<file path="src/rtl/cpu_types_pkg.sv">
// Shared CPU types: register selects, forwarding selects, scoreboard stage entry.
package cpu_types_pkg;

    localparam int REG_W    = 5;
    localparam int SB_DEPTH = 3;

    typedef logic [REG_W-1:0] regbits_t;

    // Forwarding select for the default scoreboard depth: 0 = regfile, k = stage k-1.
    typedef logic [$clog2(SB_DEPTH+1)-1:0] fwdsel_t;

    typedef struct packed {
        logic     valid;
        regbits_t wsel;
        logic     load;
    } sb_entry_t;

endpackage

</file>
<file path="src/rtl/forward_sb_if.sv">
// Decode/pipeline control bundle between the decode stage and the forwarding scoreboard.
interface forward_sb_if
    import cpu_types_pkg::*;
#(
    parameter int NSRC  = 2,
    parameter int DEPTH = 3,
    parameter int CNTW  = 16
);
    logic                                   issue_valid;
    regbits_t [NSRC-1:0]                    issue_rsel;
    regbits_t                               issue_wsel;
    logic                                   issue_wen;
    logic                                   issue_load;
    logic                                   advance;
    logic                                   flush;
    logic [NSRC-1:0][$clog2(DEPTH+1)-1:0]   fwd_sel;
    logic                                   stall;
    logic [CNTW-1:0]                        stall_cnt;

    modport fsb (
        input  issue_valid, issue_rsel, issue_wsel, issue_wen, issue_load, advance, flush,
        output fwd_sel, stall, stall_cnt
    );

    modport tb (
        output issue_valid, issue_rsel, issue_wsel, issue_wen, issue_load, advance, flush,
        input  fwd_sel, stall, stall_cnt
    );
endinterface

</file>
<file path="src/rtl/fwd_match.sv">
// One source operand: find the youngest in-flight writer of rsel and flag an early load.
module fwd_match
    import cpu_types_pkg::*;
#(
    parameter int DEPTH    = 3,
    parameter int LOAD_LAT = 1,
    parameter int FW       = $clog2(DEPTH+1)
) (
    input  sb_entry_t [DEPTH-1:0] ent_i,
    input  regbits_t              rsel_i,
    output logic [FW-1:0]         sel_o,
    output logic                  load_hz_o
);
    // Scan oldest to youngest so the lowest matching stage overwrites older hits.
    always_comb begin
        sel_o     = '0;
        load_hz_o = 1'b0;
        for (int k = DEPTH-1; k >= 0; k--) begin
            if (ent_i[k].valid && ent_i[k].wsel != '0 && ent_i[k].wsel == rsel_i) begin
                sel_o     = FW'(k + 1);
                load_hz_o = ent_i[k].load && (k < LOAD_LAT);
            end
        end
    end
endmodule

</file>
<file path="src/rtl/forward_scoreboard.sv">
// In-flight destination tracker: operand forwarding selects, load-use stall, stall counter.
module forward_scoreboard
    import cpu_types_pkg::*;
#(
    parameter int NSRC     = 2,
    parameter int DEPTH    = 3,
    parameter int LOAD_LAT = 1,
    parameter int CNTW     = 16
) (
    input  logic      CLK,
    input  logic      nRST,
    forward_sb_if.fsb sb
);
    localparam int FW = $clog2(DEPTH+1);

    sb_entry_t [DEPTH-1:0]     stage_q, stage_d;
    logic [CNTW-1:0]           cnt_q, cnt_d;
    logic [NSRC-1:0][FW-1:0]   sel;
    logic [NSRC-1:0]           hz;
    logic                      stall;

    for (genvar i = 0; i < NSRC; i++) begin : g_op
        fwd_match #(.DEPTH(DEPTH), .LOAD_LAT(LOAD_LAT), .FW(FW)) u_match (
            .ent_i     (stage_q),
            .rsel_i    (sb.issue_rsel[i]),
            .sel_o     (sel[i]),
            .load_hz_o (hz[i])
        );
    end

    assign stall        = sb.issue_valid & (|hz);
    assign sb.stall     = stall;
    assign sb.fwd_sel   = sel;
    assign sb.stall_cnt = cnt_q;

    // Stage shift on advance; a stalled or squashed decode enters EX as a bubble.
    always_comb begin
        stage_d = stage_q;
        if (sb.advance) begin
            for (int k = DEPTH-1; k >= 1; k--) begin
                stage_d[k] = stage_q[k-1];
            end
            if (sb.flush || stall) begin
                stage_d[0] = '0;
            end else begin
                stage_d[0].valid = sb.issue_valid & sb.issue_wen;
                stage_d[0].wsel  = sb.issue_wsel;
                stage_d[0].load  = sb.issue_load;
            end
        end else if (sb.flush) begin
            stage_d[0].valid = 1'b0;
        end
    end

    // Saturating count of cycles in which a stall actually cost an issue slot.
    always_comb begin
        cnt_d = cnt_q;
        if (stall && sb.advance && cnt_q != '1) begin
            cnt_d = cnt_q + 1'b1;
        end
    end

    // State registers; reset drops every in-flight entry.
    always_ff @(posedge CLK) begin
        if (!nRST) begin
            stage_q <= '0;
            cnt_q   <= '0;
        end else begin
            stage_q <= stage_d;
            cnt_q   <= cnt_d;
        end
    end
endmodule

</file>
<file path="src/flat_wrapper.sv">
// flat-port wrapper written by rule: the top's interface ports become plain ports
module forward_scoreboard_flat import cpu_types_pkg::*;
#(
    parameter int NSRC     = 2,
    parameter int DEPTH    = 3,
    parameter int LOAD_LAT = 1,
    parameter int CNTW     = 16
)
  (CLK, nRST, sb_issue_valid, sb_issue_rsel, sb_issue_wsel, sb_issue_wen, sb_issue_load, sb_advance, sb_flush, sb_fwd_sel, sb_stall, sb_stall_cnt);
  forward_sb_if #(.NSRC(NSRC), .DEPTH(DEPTH), .CNTW(CNTW)) sb_i ();
  input  logic CLK;
  input  logic nRST;
  input wire logic [$bits(sb_i.issue_valid)-1:0] sb_issue_valid;
  input wire logic [$bits(sb_i.issue_rsel)-1:0] sb_issue_rsel;
  input wire logic [$bits(sb_i.issue_wsel)-1:0] sb_issue_wsel;
  input wire logic [$bits(sb_i.issue_wen)-1:0] sb_issue_wen;
  input wire logic [$bits(sb_i.issue_load)-1:0] sb_issue_load;
  input wire logic [$bits(sb_i.advance)-1:0] sb_advance;
  input wire logic [$bits(sb_i.flush)-1:0] sb_flush;
  output wire logic [$bits(sb_i.fwd_sel)-1:0] sb_fwd_sel;
  output wire logic [$bits(sb_i.stall)-1:0] sb_stall;
  output wire logic [$bits(sb_i.stall_cnt)-1:0] sb_stall_cnt;
  assign sb_i.issue_valid = sb_issue_valid;
  assign sb_i.issue_rsel = sb_issue_rsel;
  assign sb_i.issue_wsel = sb_issue_wsel;
  assign sb_i.issue_wen = sb_issue_wen;
  assign sb_i.issue_load = sb_issue_load;
  assign sb_i.advance = sb_advance;
  assign sb_i.flush = sb_flush;
  assign sb_fwd_sel = sb_i.fwd_sel;
  assign sb_stall = sb_i.stall;
  assign sb_stall_cnt = sb_i.stall_cnt;
  forward_scoreboard #(.NSRC(NSRC), .DEPTH(DEPTH), .LOAD_LAT(LOAD_LAT), .CNTW(CNTW)) u_core (.CLK(CLK), .nRST(nRST), .sb(sb_i));
endmodule
</file>
<file path="config.mk">
export PLATFORM = sky130hd
export DESIGN_NAME = forward_scoreboard_flat
export DESIGN_NICKNAME = d
export VERILOG_FILES = /design/src/rtl/cpu_types_pkg.sv /design/src/rtl/forward_sb_if.sv /design/src/rtl/fwd_match.sv /design/src/rtl/forward_scoreboard.sv /design/src/flat_wrapper.sv
export SDC_FILE = /design/constraint.sdc
export NUM_CORES = 1
export LEC_CHECK = 0
export CAP_MARGIN = 10
export CORE_MARGIN = 5
export CORE_UTILIZATION = 30
export DETAILED_ROUTE_END_ITERATION = 8
export GPL_ROUTABILITY_DRIVEN = 0
export PLACE_DENSITY = 0.63
export REMOVE_ABC_BUFFERS = 1
export SLEW_MARGIN = 0
export SYNTH_ARGS = -nofsm -noshare
export SYNTH_HDL_FRONTEND = slang
export SYNTH_SLANG_ARGS = --single-unit
</file>
<file path="constraint.sdc">
create_clock -name CLK -period 2.1 [get_ports CLK]
set_input_delay 0.42 -clock CLK [delete_from_list [all_inputs] [get_ports CLK]]
set_output_delay 0.42 -clock CLK [all_outputs]
set_load 0.1 [all_outputs]
</file>
### After elaboration in Yosys (flattened, before gate mapping)

Cells that the tools add are included.

* multiplexer cells: 11
* bitwise operators: 2
* equal/unequal tests: 7
* reductions and logical operators: 17
* add/subtract/negate cells: 1

Operator list (number)
* 5-bit == test: 6
* 16-bit by 1-bit adder with 16-bit output (second input constant): 1
* 16-bit inequality test (second input constant): 1
* 5-bit nonzero test: 3
* 2-bit 2-to-1 mux: 6
* 1-bit logical AND: 11
* 7-bit 2-to-1 mux: 1
* 1-bit 2-to-1 mux: 4
* 1-bit AND: 2
* 2-bit nonzero test: 1
* 2-bit OR reduction: 1
* 1-bit logical OR: 1

* output and inout bits: 21
* register bits after elaboration: 35

### Longest topological paths before layout

Gate-level depths: netlist of the first run.

* depth after elaboration: 9
* depth in mapped cells: 8

### Cells and area by module

A second synthesis of the first run with hierarchy kept.

* cell total of the unflattened synthesis: 244
* area total of the unflattened synthesis: 2110.8 sq um

Modules (own cells, without submodules)
* forward_scoreboard: seq. area each 740.7 sq um, area an instance 1590.3 sq um, instances 1, cells each 172
* fwd_match: seq. area each 0.0 sq um, area an instance 260.2 sq um, instances 2, cells each 36

### Least setup slack after synthesis of the first run

Ideal clock, no wire load.

* path kind: input port to output port
* from: input port sb_issue_rsel[4]
* to: output port sb_fwd_sel[1]
* cell stages on the path: 4
* arrival: 2637 ps
* buffers on the path: 0
* path slack: -957 ps
* path through: xnor2_1 > nand3_1 > or4_1 > a21oi_1

* word-level cells in the longest chain between the ends: 5
* elaborated cells between the ends (all ways): 9
* those cells by class: eq/ne (3); mux (3); reduce/logical (3)

RTL lines
* start, declared: RTL line flat_wrapper.sv:14 `input wire logic [$bits(sb_i.issue_rsel)-1:0] sb_issue_rsel;`
* 5-bit == test: RTL line fwd_match.sv:19 `if (ent_i[k].valid && ent_i[k].wsel != '0 && ent_i[k].wsel == rsel_i) begin`
* 1-bit logical AND: RTL line fwd_match.sv:19
* 2-bit 2-to-1 mux (2 in a row): RTL line fwd_match.sv:19
* 2-bit 2-to-1 mux *: RTL line fwd_match.sv:19
* end, declared: RTL line flat_wrapper.sv:20 `output wire logic [$bits(sb_i.fwd_sel)-1:0] sb_fwd_sel;`

Every way passes the cells marked *; elsewhere a longest branch is shown, timed or not.

### Final worst setup path of the first run

* from: input port sb_issue_rsel[7]
* to: output port sb_fwd_sel[2]

Same word-level chain as after synthesis.

==> metrics.txt, run 1 <==
status finished with violations; failing checks negative setup slack; filler instances 563; Setup TNS -1.391 ns; Worst EP arrival 1.91 ns; Die W 90.90 um; Post-synth EDFFs 0; Mapped Area 1963 um^2; Clock Sinks 35; relative slew slack 0.6741; row count 29; synthesized area per cell 9.131 um^2; port buffer count 42; Reg clk slew, reported paths 0.07 ns; number of synthesized register bits 35; Post-DP HPWL 4136 um; crit path time final 2.331 ns; top_reg_cell synth dfxtp_1; placed cell areas 2819 um^2; reg2reg setup slack -0.10 ns; core area 6350 um^2; Worst Path Class, Setup in2out; Netlist cell types 41; vias in the first global route 2042; Leak 1.305 nW; Finished Layout Cells 390; post-route ant nets 0; initial antenna violation count 0; Setup Skew 0.004484 ns; largest net degree at the start of global routing 22; initial core utilization 0.3092; Synth async-reset ratio 0; fraction of layout cells with a size suffix above 1 0.4409; GRT Total Usage 0.1411; fin nets 335; Pre-Repair DR Iteration Count 4; Slew Limit Fails 0; routed length per placed instance 15.62 um; placed insts 375; power density cells 434.5 nW/um^2; Max VDD drop 0.0002681 V; root buffer cell clkbuf_8; via count 2002; DIE AREA 8262 um^2; Die Height 90.90 um; CTS tree yes; CP max FO 2; RSZ-0062 raised after global routing true; worst hold slack 0.4955 ns; final WL 6093 um; Worst Tran Pin Value 0.4870 ns; final instance area 3282 um^2; CTS buffer count 5; fin util 0.5168; GRT overflow 0; DRT iter0 DRCs 97; Tcrit/Tclk final 1.110; Synth-to-Final Area Change 67.18%; Max Fclk 0.4289 GHz; H-tree Lvls 2; Syn Inst Count 215; max-cap viol count 0; IO Pins 43; later-pin clock latency in the skew report 0.29 ns; Critical Path Sink Type output pin; sequential fraction of the synthesis area 0.3569; Antenna diodes 0; DRC 0; Setup WS post-layout -0.2313 ns; hold_buf cts 0; first-pass GRT wire length 9618 um; final setup fails 17; Vias/cell 5.133; HP Class reg2reg; startpoint types input port; Yosys warning count 0; final hold violations 0; critical path required time 1.68 ns; Max Buffers Root-to-Sink 2
sequential cells by signal (all words and copies together), names as in the netlist:
signal / count
u_core.stage_q: 19
u_core.sb.stall_cnt: 16
where the power goes:
part           internal [mW]  total (mW)  switching (mW)
clock network          0.298       0.556           0.258
registers              0.669       0.680          0.0109
logic                  0.101       0.189          0.0881
critical path: stages:
cell           delay, ns
dlygate4sd2_1       0.26
buf_4               0.15
xor2_1              0.13
or4_4               0.53
a41o_1              0.23
buf_12              0.17
Yosys cell counts (3+ instances only):
| master | n | area (um^2) |
|---|---|---|
| a21oi_1 | 12 | 60.06 |
| a22o_1 | 6 | 52.55 |
| and3_1 | 3 | 18.77 |
| clkbuf_1 | 4 | 15.01 |
| dfxtp_1 | 35 | 700.7 |
| inv_1 | 3 | 11.26 |
| mux2i_1 | 17 | 170.2 |
| nand2_1 | 11 | 41.29 |
| nand2b_1 | 6 | 37.54 |
| nand3_1 | 11 | 55.05 |
| nand4_1 | 3 | 18.77 |
| nor2_1 | 15 | 56.30 |
| nor4_1 | 4 | 25.02 |
| o21ai_0 | 5 | 25.02 |
| o31ai_1 | 7 | 52.55 |
| or4_1 | 13 | 97.59 |
| xnor2_1 | 14 | 122.6 |
| xor2_1 | 16 | 140.1 |
placed cells by master, fill, tap and decap left out, types with 7 or more instances in the layout:
cell             count
clkbuf_8             7
clkdlybuf4s50_1     10
nor2_1              13
buf_6               11
buf_4               61
xor2_1              16
mux2i_1             17
dlygate4sd2_1        8
xnor2_1             13
or4_4                9
nand2_1             11
dfxtp_1             27
nand3_1             10
through the flow:
stage	power, mW	setup slack [ns]
finish	1.426	-0.2313
detailed placement	0.8639	-0.5686
CTS	1.432	-0.2641
global route	1.497	-0.3002
floorplan	0.7594	-0.9574
global placement	0.8622	-0.5614
cell type report:
cell class / instances / area [um^2] / area share
multi-input combinational: 168 / 1453 / 0.4426
clock buffer: 7 / 96.34 / 0.02936
tap: 77 / 96.34 / 0.02936
inverter: 3 / 11.26 / 0.003431
sequential: 35 / 718.2 / 0.2188
clock inverter: 1 / 7.507 / 0.002287
timing repair buffer: 99 / 899.6 / 0.2741
path summary, 6_finish.rpt:
| kind | from | end | cells after the start |
|---|---|---|---|
| max reg2reg | u_core.stage_q[5] | u_core.sb.stall_cnt[2] | 9 |
| min reg2reg | u_core.sb.stall_cnt[15] | u_core.sb.stall_cnt[15] | 2 |
| max | sb_issue_rsel[7] | sb_fwd_sel[2] | 6 |
| min | u_core.sb.stall_cnt[15] | u_core.sb.stall_cnt[15] | 2 |
repair_timing:
action | in CTS | in global routing
endpoints found under the hold margin | 0 | 0
setup buffers | 5 | 4
resized for setup | 51 | 36
endpoints found under the setup margin | 28 | 23
pin swaps | 15 | 20
cloned | 0 | 1
per-layer routing:
layer	vias to the layer above	wire (um)	track usage
met5	-	0	0
met4	0	80	0.04523
met3	8	387	0.04917
met2	50	2848	0.2191
li1	988	-	-
met1	956	2777	0.1826
kinds of logic after synthesis:
family	Yosys count	synth area share
mux	17	0.08668
simple gates	81	0.2486
buf+inv	13	0.03314
compound gates	38	0.1345
flops	35	0.3569
fa+ha+maj	1	0.006372
xor+xnor	30	0.1338
Power figures use the tool's default switching activity.
==> inputs of run 2 (changes only) <==
--- a/config.mk
+++ b/config.mk
@@ -9,8 +9,7 @@
 export CORE_MARGIN = 5
 export CORE_UTILIZATION = 30
 export DETAILED_ROUTE_END_ITERATION = 8
-export GPL_ROUTABILITY_DRIVEN = 0
-export PLACE_DENSITY = 0.63
+export PLACE_DENSITY = 0.62
 export REMOVE_ABC_BUFFERS = 1
 export SLEW_MARGIN = 0
 export SYNTH_ARGS = -nofsm -noshare
==> metrics.txt, run 2 (synthesized netlist as in run 1, its figures left out) <==
critical path's top delay family simple AND/OR/NAND/NOR gates; Vias/cell 5.148; DRC 0; CP max FO 2; Worst EP arrival 1.94 ns; Worst Path Class, Setup in2out; later-pin clock latency in the skew report 0.29 ns; pre-CTS setup slack -0.5931 ns; filler instances 578; Max Fclk 0.4230 GHz; initial antenna violation count 0; hold wc startpoint u_core.sb.stall_cnt[11]; Max Buffers Root-to-Sink 2; crit path time final 2.364 ns; final WL 6404 um; Die Height 90.90 um; port buffer count 42; fin nets 336; Clock Sinks 35; critical path required time 1.68 ns; post-route ant nets 0; via count 2013; CTS tree yes; Crit Reg-Reg Startpoint u_core.stage_q[5]; Antenna diodes 0; status finished with violations; DRT iter0 DRCs 50; Setup Skew 0.005453 ns; Max VDD drop 0.0002483 V; final setup fails 21; row count 29; Worst Tran Pin Value 0.4695 ns; max-cap viol count 0; Slowest-stage cell, CP or4_4; vias in the first global route 2005; Largest Register u_core.stage_q; routability congestion estimate 0.8411; startpoint types input port; Reg clk slew, reported paths 0.07 ns; final hold violations 0; largest net degree at the start of global routing 22; Synth-to-Final Area Change 69.73%; failing checks negative setup slack; IO Pins 43; worst hold slack 0.5004 ns; Setup TNS -3.035 ns; Die W 90.90 um; Pre-Repair DR Iteration Count 4; Largest register FFs 19; root buffer cell clkbuf_8; most common cell after layout, fill and taps aside buf_4; hold_buf cts 0; CP Cell Sequence clkdlybuf4s15_1, buf_4, xor2_1, or4_4, a41o_1, buf_12; CTS buffer count 5; initial core utilization 0.3092; core area 6350 um^2; crit path from sb_issue_rsel[7]; fraction of layout cells with a size suffix above 1 0.4618; HP Class reg2reg; H-tree Lvls 2; WP buf/inv 3; GRT Total Usage 0.1434; relative slew slack 0.6859; routed length per placed instance 16.38 um; Critical Path Sink Type output pin; Tcrit/Tclk final 1.126; Slew Limit Fails 0; DIE AREA 8262 um^2; commonest non-fill, non-tap cells in the layout 65 x buf_4, 27 x dfxtp_1, 17 x mux2i_1, 16 x xor2_1, 14 x xnor2_1; Setup WS post-layout -0.2641 ns; RSZ-0062 raised after global routing true; GRT overflow 0; first-pass GRT wire length 9777 um; power density cells 427.9 nW/um^2; CP peak stage delay 0.55 ns; Leak 1.294 nW; Post-DP HPWL 4108 um
==> run 2: changes by cell type in the layout (fill, tap and decap cells not counted), sizes merged <==
cell,delta
dlygate4sd2,-3
a211o,+2
clkdlybuf4s15,+2
buf,-1
clkdlybuf4s50,+1
==> run 2: final cells by class <==
| cell class | instances | area [um^2] | share of cell area |
|---|---|---|---|
| timing repair buffer | 98 | 877.1 | 0.2632 |
| tap | 77 | 96.34 | 0.02891 |
| multi-input combinational | 170 | 1523 | 0.4570 |
| clock inverter | 1 | 7.507 | 0.002253 |
| sequential | 35 | 720.7 | 0.2163 |
| inverter | 3 | 11.26 | 0.003380 |
| clock buffer | 7 | 96.34 | 0.02891 |
==> run 2: what timing repair did <==
| action | 4_1_cts | 5_1_grt |
|---|---|---|
| gates resized for setup | 55 | 39 |
| pin swaps | 16 | 32 |
| endpoints found under the setup margin | 28 | 26 |
| cloned | 0 | 3 |
| setup buffers | 5 | 5 |
==> run 2: final timing paths <==
path / end / slack [ns] / depth (start not counted)
setup / recovery: sb_fwd_sel[2] / -0.26 / 6
hold / removal: u_core.sb.stall_cnt[11] / 0.50 / 2
setup reg to reg: u_core.sb.stall_cnt[3] / -0.19 / 8
hold reg to reg: u_core.sb.stall_cnt[11] / 0.50 / 2
==> run 2: worst register-to-register path: stages, from the launching register on <==
cell	delay, ns
dfxtp_4	0.37
buf_4	0.15
xor2_1	0.17
nor3_2	0.22
nand3_2	0.12
buf_4	0.18
a211o_4	0.39
or4_4	0.48
a21oi_1	0.14
==> run 2: metrics by stage <==
stage,power (mW),utilization,area (um^2),cells
after floorplan,0.7594,-,1909,205
after global placement,0.8626,0.4404,2796,372
after detailed placement,0.8639,0.4404,2796,372
after CTS,1.419,0.4849,3079,383
after global routing,1.491,0.5247,3332,391
final,1.426,0.5247,3332,391
==> run 2: power by group <==
group / internal (mW) / switching, mW
clock network: 0.298 / 0.246
registers: 0.668 / 0.0110
logic: 0.106 / 0.0962
total: 1.07 / 0.353
==> run 2: per-layer routing <==
metal	part of all wire	wire length, um	track usage
met1	0.44	2846	0.1797
met2	0.48	3051	0.2367
met3	0.062	396	0.04000
met4	0.017	110	0.04645
met5	0	0	0
==> inputs of run 3 (changes only) <==
--- a/config.mk
+++ b/config.mk
@@ -6,10 +6,11 @@
 export NUM_CORES = 1
 export LEC_CHECK = 0
 export CAP_MARGIN = 10
+export CORE_ASPECT_RATIO = 1.5
 export CORE_MARGIN = 5
-export CORE_UTILIZATION = 30
+export CORE_UTILIZATION = 50
 export DETAILED_ROUTE_END_ITERATION = 8
-export PLACE_DENSITY = 0.62
+export PLACE_DENSITY = 0.89
 export REMOVE_ABC_BUFFERS = 1
 export SLEW_MARGIN = 0
 export SYNTH_ARGS = -nofsm -noshare
==> metrics.txt, run 3 (synthesized netlist as in run 1, its figures left out) <==
area occupied by multi-input gates 1490 um^2; via count 2129; Critical Path Sink Type output pin; Reg clk slew, reported paths 0.07 ns; failing checks negative setup slack; Largest register FFs 19; HP Class reg2reg; startpoint types input port; Vias/cell 5.997; initial core utilization 0.5048; Pre-Repair DR Iteration Count 4; crit path time final 2.361 ns; R2R depth 9; CTS buffer count 5; Worst Tran Pin Value 0.4793 ns; Die Height 86.74 um; GRT overflow 0; Hold Crit Depth 2; fin nets 332; Finished Layout Cells 355; hold wc startpoint u_core.sb.stall_cnt[11]; final hold violations 0; Max Buffers Root-to-Sink 2; relative slew slack 0.6793; placed insts 339; DIE AREA 5305 um^2; routed length per placed instance 20.28 um; post-route ant nets 0; Clock Power Share 0.341; Net Sw Power 343.2 uW; wire length on met2 3904 um; critical path required time 1.68 ns; DRC 0; DRT iter0 DRCs 106; Largest Register u_core.stage_q; most common cell after layout, fill and taps aside buf_4; Tcrit/Tclk final 1.125; Leak 1.285 nW; Clock Sinks 35; Post-DP HPWL 4330 um; final WL 7199 um; Setup Skew 0.003486 ns; Setup WS post-layout -0.2615 ns; power density cells 417.1 nW/um^2; H-tree Lvls 2; max-cap viol count 0; Slew Limit Fails 0; internal power 1.010 mW; core area 3889 um^2; CTS tree yes; largest net degree at the start of global routing 22; Max VDD drop 0.0005010 V; row count 28; later-pin clock latency in the skew report 0.28 ns; first-pass GRT wire length 10550 um; metal3 WL 265 um; GRT Total Usage 0.2683; final setup fails 22; reg2reg setup slack -0.21 ns; status finished with violations; initial antenna violation count 0; commonest non-fill, non-tap cells in the layout 57 x buf_4, 27 x dfxtp_1, 17 x mux2i_1, 15 x xor2_1, 13 x nor2_1; Die W 61.16 um; Crit Reg-Reg Startpoint u_core.stage_q[5]; Synth-to-Final Area Change 65.20%; Seq pwr share 0.502; root buffer cell clkbuf_8; filler instances 208; fraction of layout cells with a size suffix above 1 0.4258; hold_buf cts 0; Comb pwr share 0.157; Worst Path Class, Setup in2out; WL met1 2710 um; CP max FO 2; DR top layer met4; port buffer count 42; Sw Ratio 0.2537; RSZ-0062 raised after global routing true; routability congestion estimate 0.9687; IO Pins 43; Max Fclk 0.4235 GHz; Hold Crit Endpoint u_core.sb.stall_cnt[11]; Sequential Area 720.7 um^2; FF-to-FF End u_core.sb.stall_cnt[6]; total power 1.353 mW; Worst EP arrival 1.94 ns; Antenna diodes 0; vias in the first global route 2191
==> run 3: cell count changes in the layout (fill, tap and decap cells not counted), sizes merged <==
| cell | delta |
|---|---|
| a211o | -2 |
| buf | -1 |
| clkbuf | -1 |
| clkinv | +1 |
| clkinvlp | -1 |
==> run 3: repair_timing <==
item	4_1_cts	5_1_grt
cloned	1	0
endpoints found under the setup margin	28	28
pin swaps	27	7
setup buffers	7	2
resized for setup	75	18
==> run 3: routing by layer <==
layer	GRT usage	vias up
met5	0	-
met4	0.1578	0
met3	0.05067	25
met2	0.4846	84
met1	0.2701	1034
li1	-	986
==> run 3: layout make-up <==
cell class	count	share of cell area
clock inverter	1	0.001543
inverter	3	0.003472
tap	45	0.01736
clock buffer	7	0.02353
timing repair buffer	96	0.2724
sequential	35	0.2222
multi-input combinational	168	0.4595
==> run 3: critical path: stages <==
cell and delay [ns]:
dlygate4sd2_1 0.32, buf_4 0.18, xnor2_1 0.18, nand3_1 0.17
buf_6 0.18, nor2_4 0.14, a41o_1 0.16, buf_12 0.18
==> run 3: how the worst max path moves through the flow <==
| stage | start | end | slack [ns] | depth (start not counted) |
|---|---|---|---|---|
| after floorplan | sb_issue_rsel[4] | sb_fwd_sel[1] | -0.96 | 4 |
| after global placement | sb_issue_rsel[8] | sb_fwd_sel[3] | -0.54 | 7 |
| after detailed placement | sb_issue_rsel[2] | u_core.sb.stall_cnt[9] | -0.55 | 8 |
| after CTS | sb_issue_rsel[3] | sb_fwd_sel[1] | -0.24 | 7 |
| after global routing | u_core.stage_q[3] | sb_fwd_sel[2] | -0.36 | 8 |
| final | sb_issue_rsel[6] | sb_fwd_sel[2] | -0.26 | 8 |
==> run 3: power by group through the flow <==
stage,Sequential (mW),Clock (mW),Combinational [mW]
after global routing,0.678,0.509,0.222
final,0.679,0.461,0.212
after detailed placement,0.697,0,0.167
after floorplan,0.695,0,0.0642
after CTS,0.676,0.473,0.189
after global placement,0.696,0,0.165
==> run 3: per-stage QoR <==
step,setup TNS [ns],hold slack (ns),util,instance area [um^2],setup slack [ns]
after floorplan,-16.46,0.4421,-,1909,-0.9574
after global placement,-11.69,0.4646,0.7101,2761,-0.5416
after detailed placement,-12.62,0.4675,0.7101,2761,-0.5526
after CTS,-2.415,0.4944,0.8057,3133,-0.2396
after global routing,-5.549,0.5243,0.8340,3243,-0.3600
final,-3.384,0.4899,0.8340,3243,-0.2615
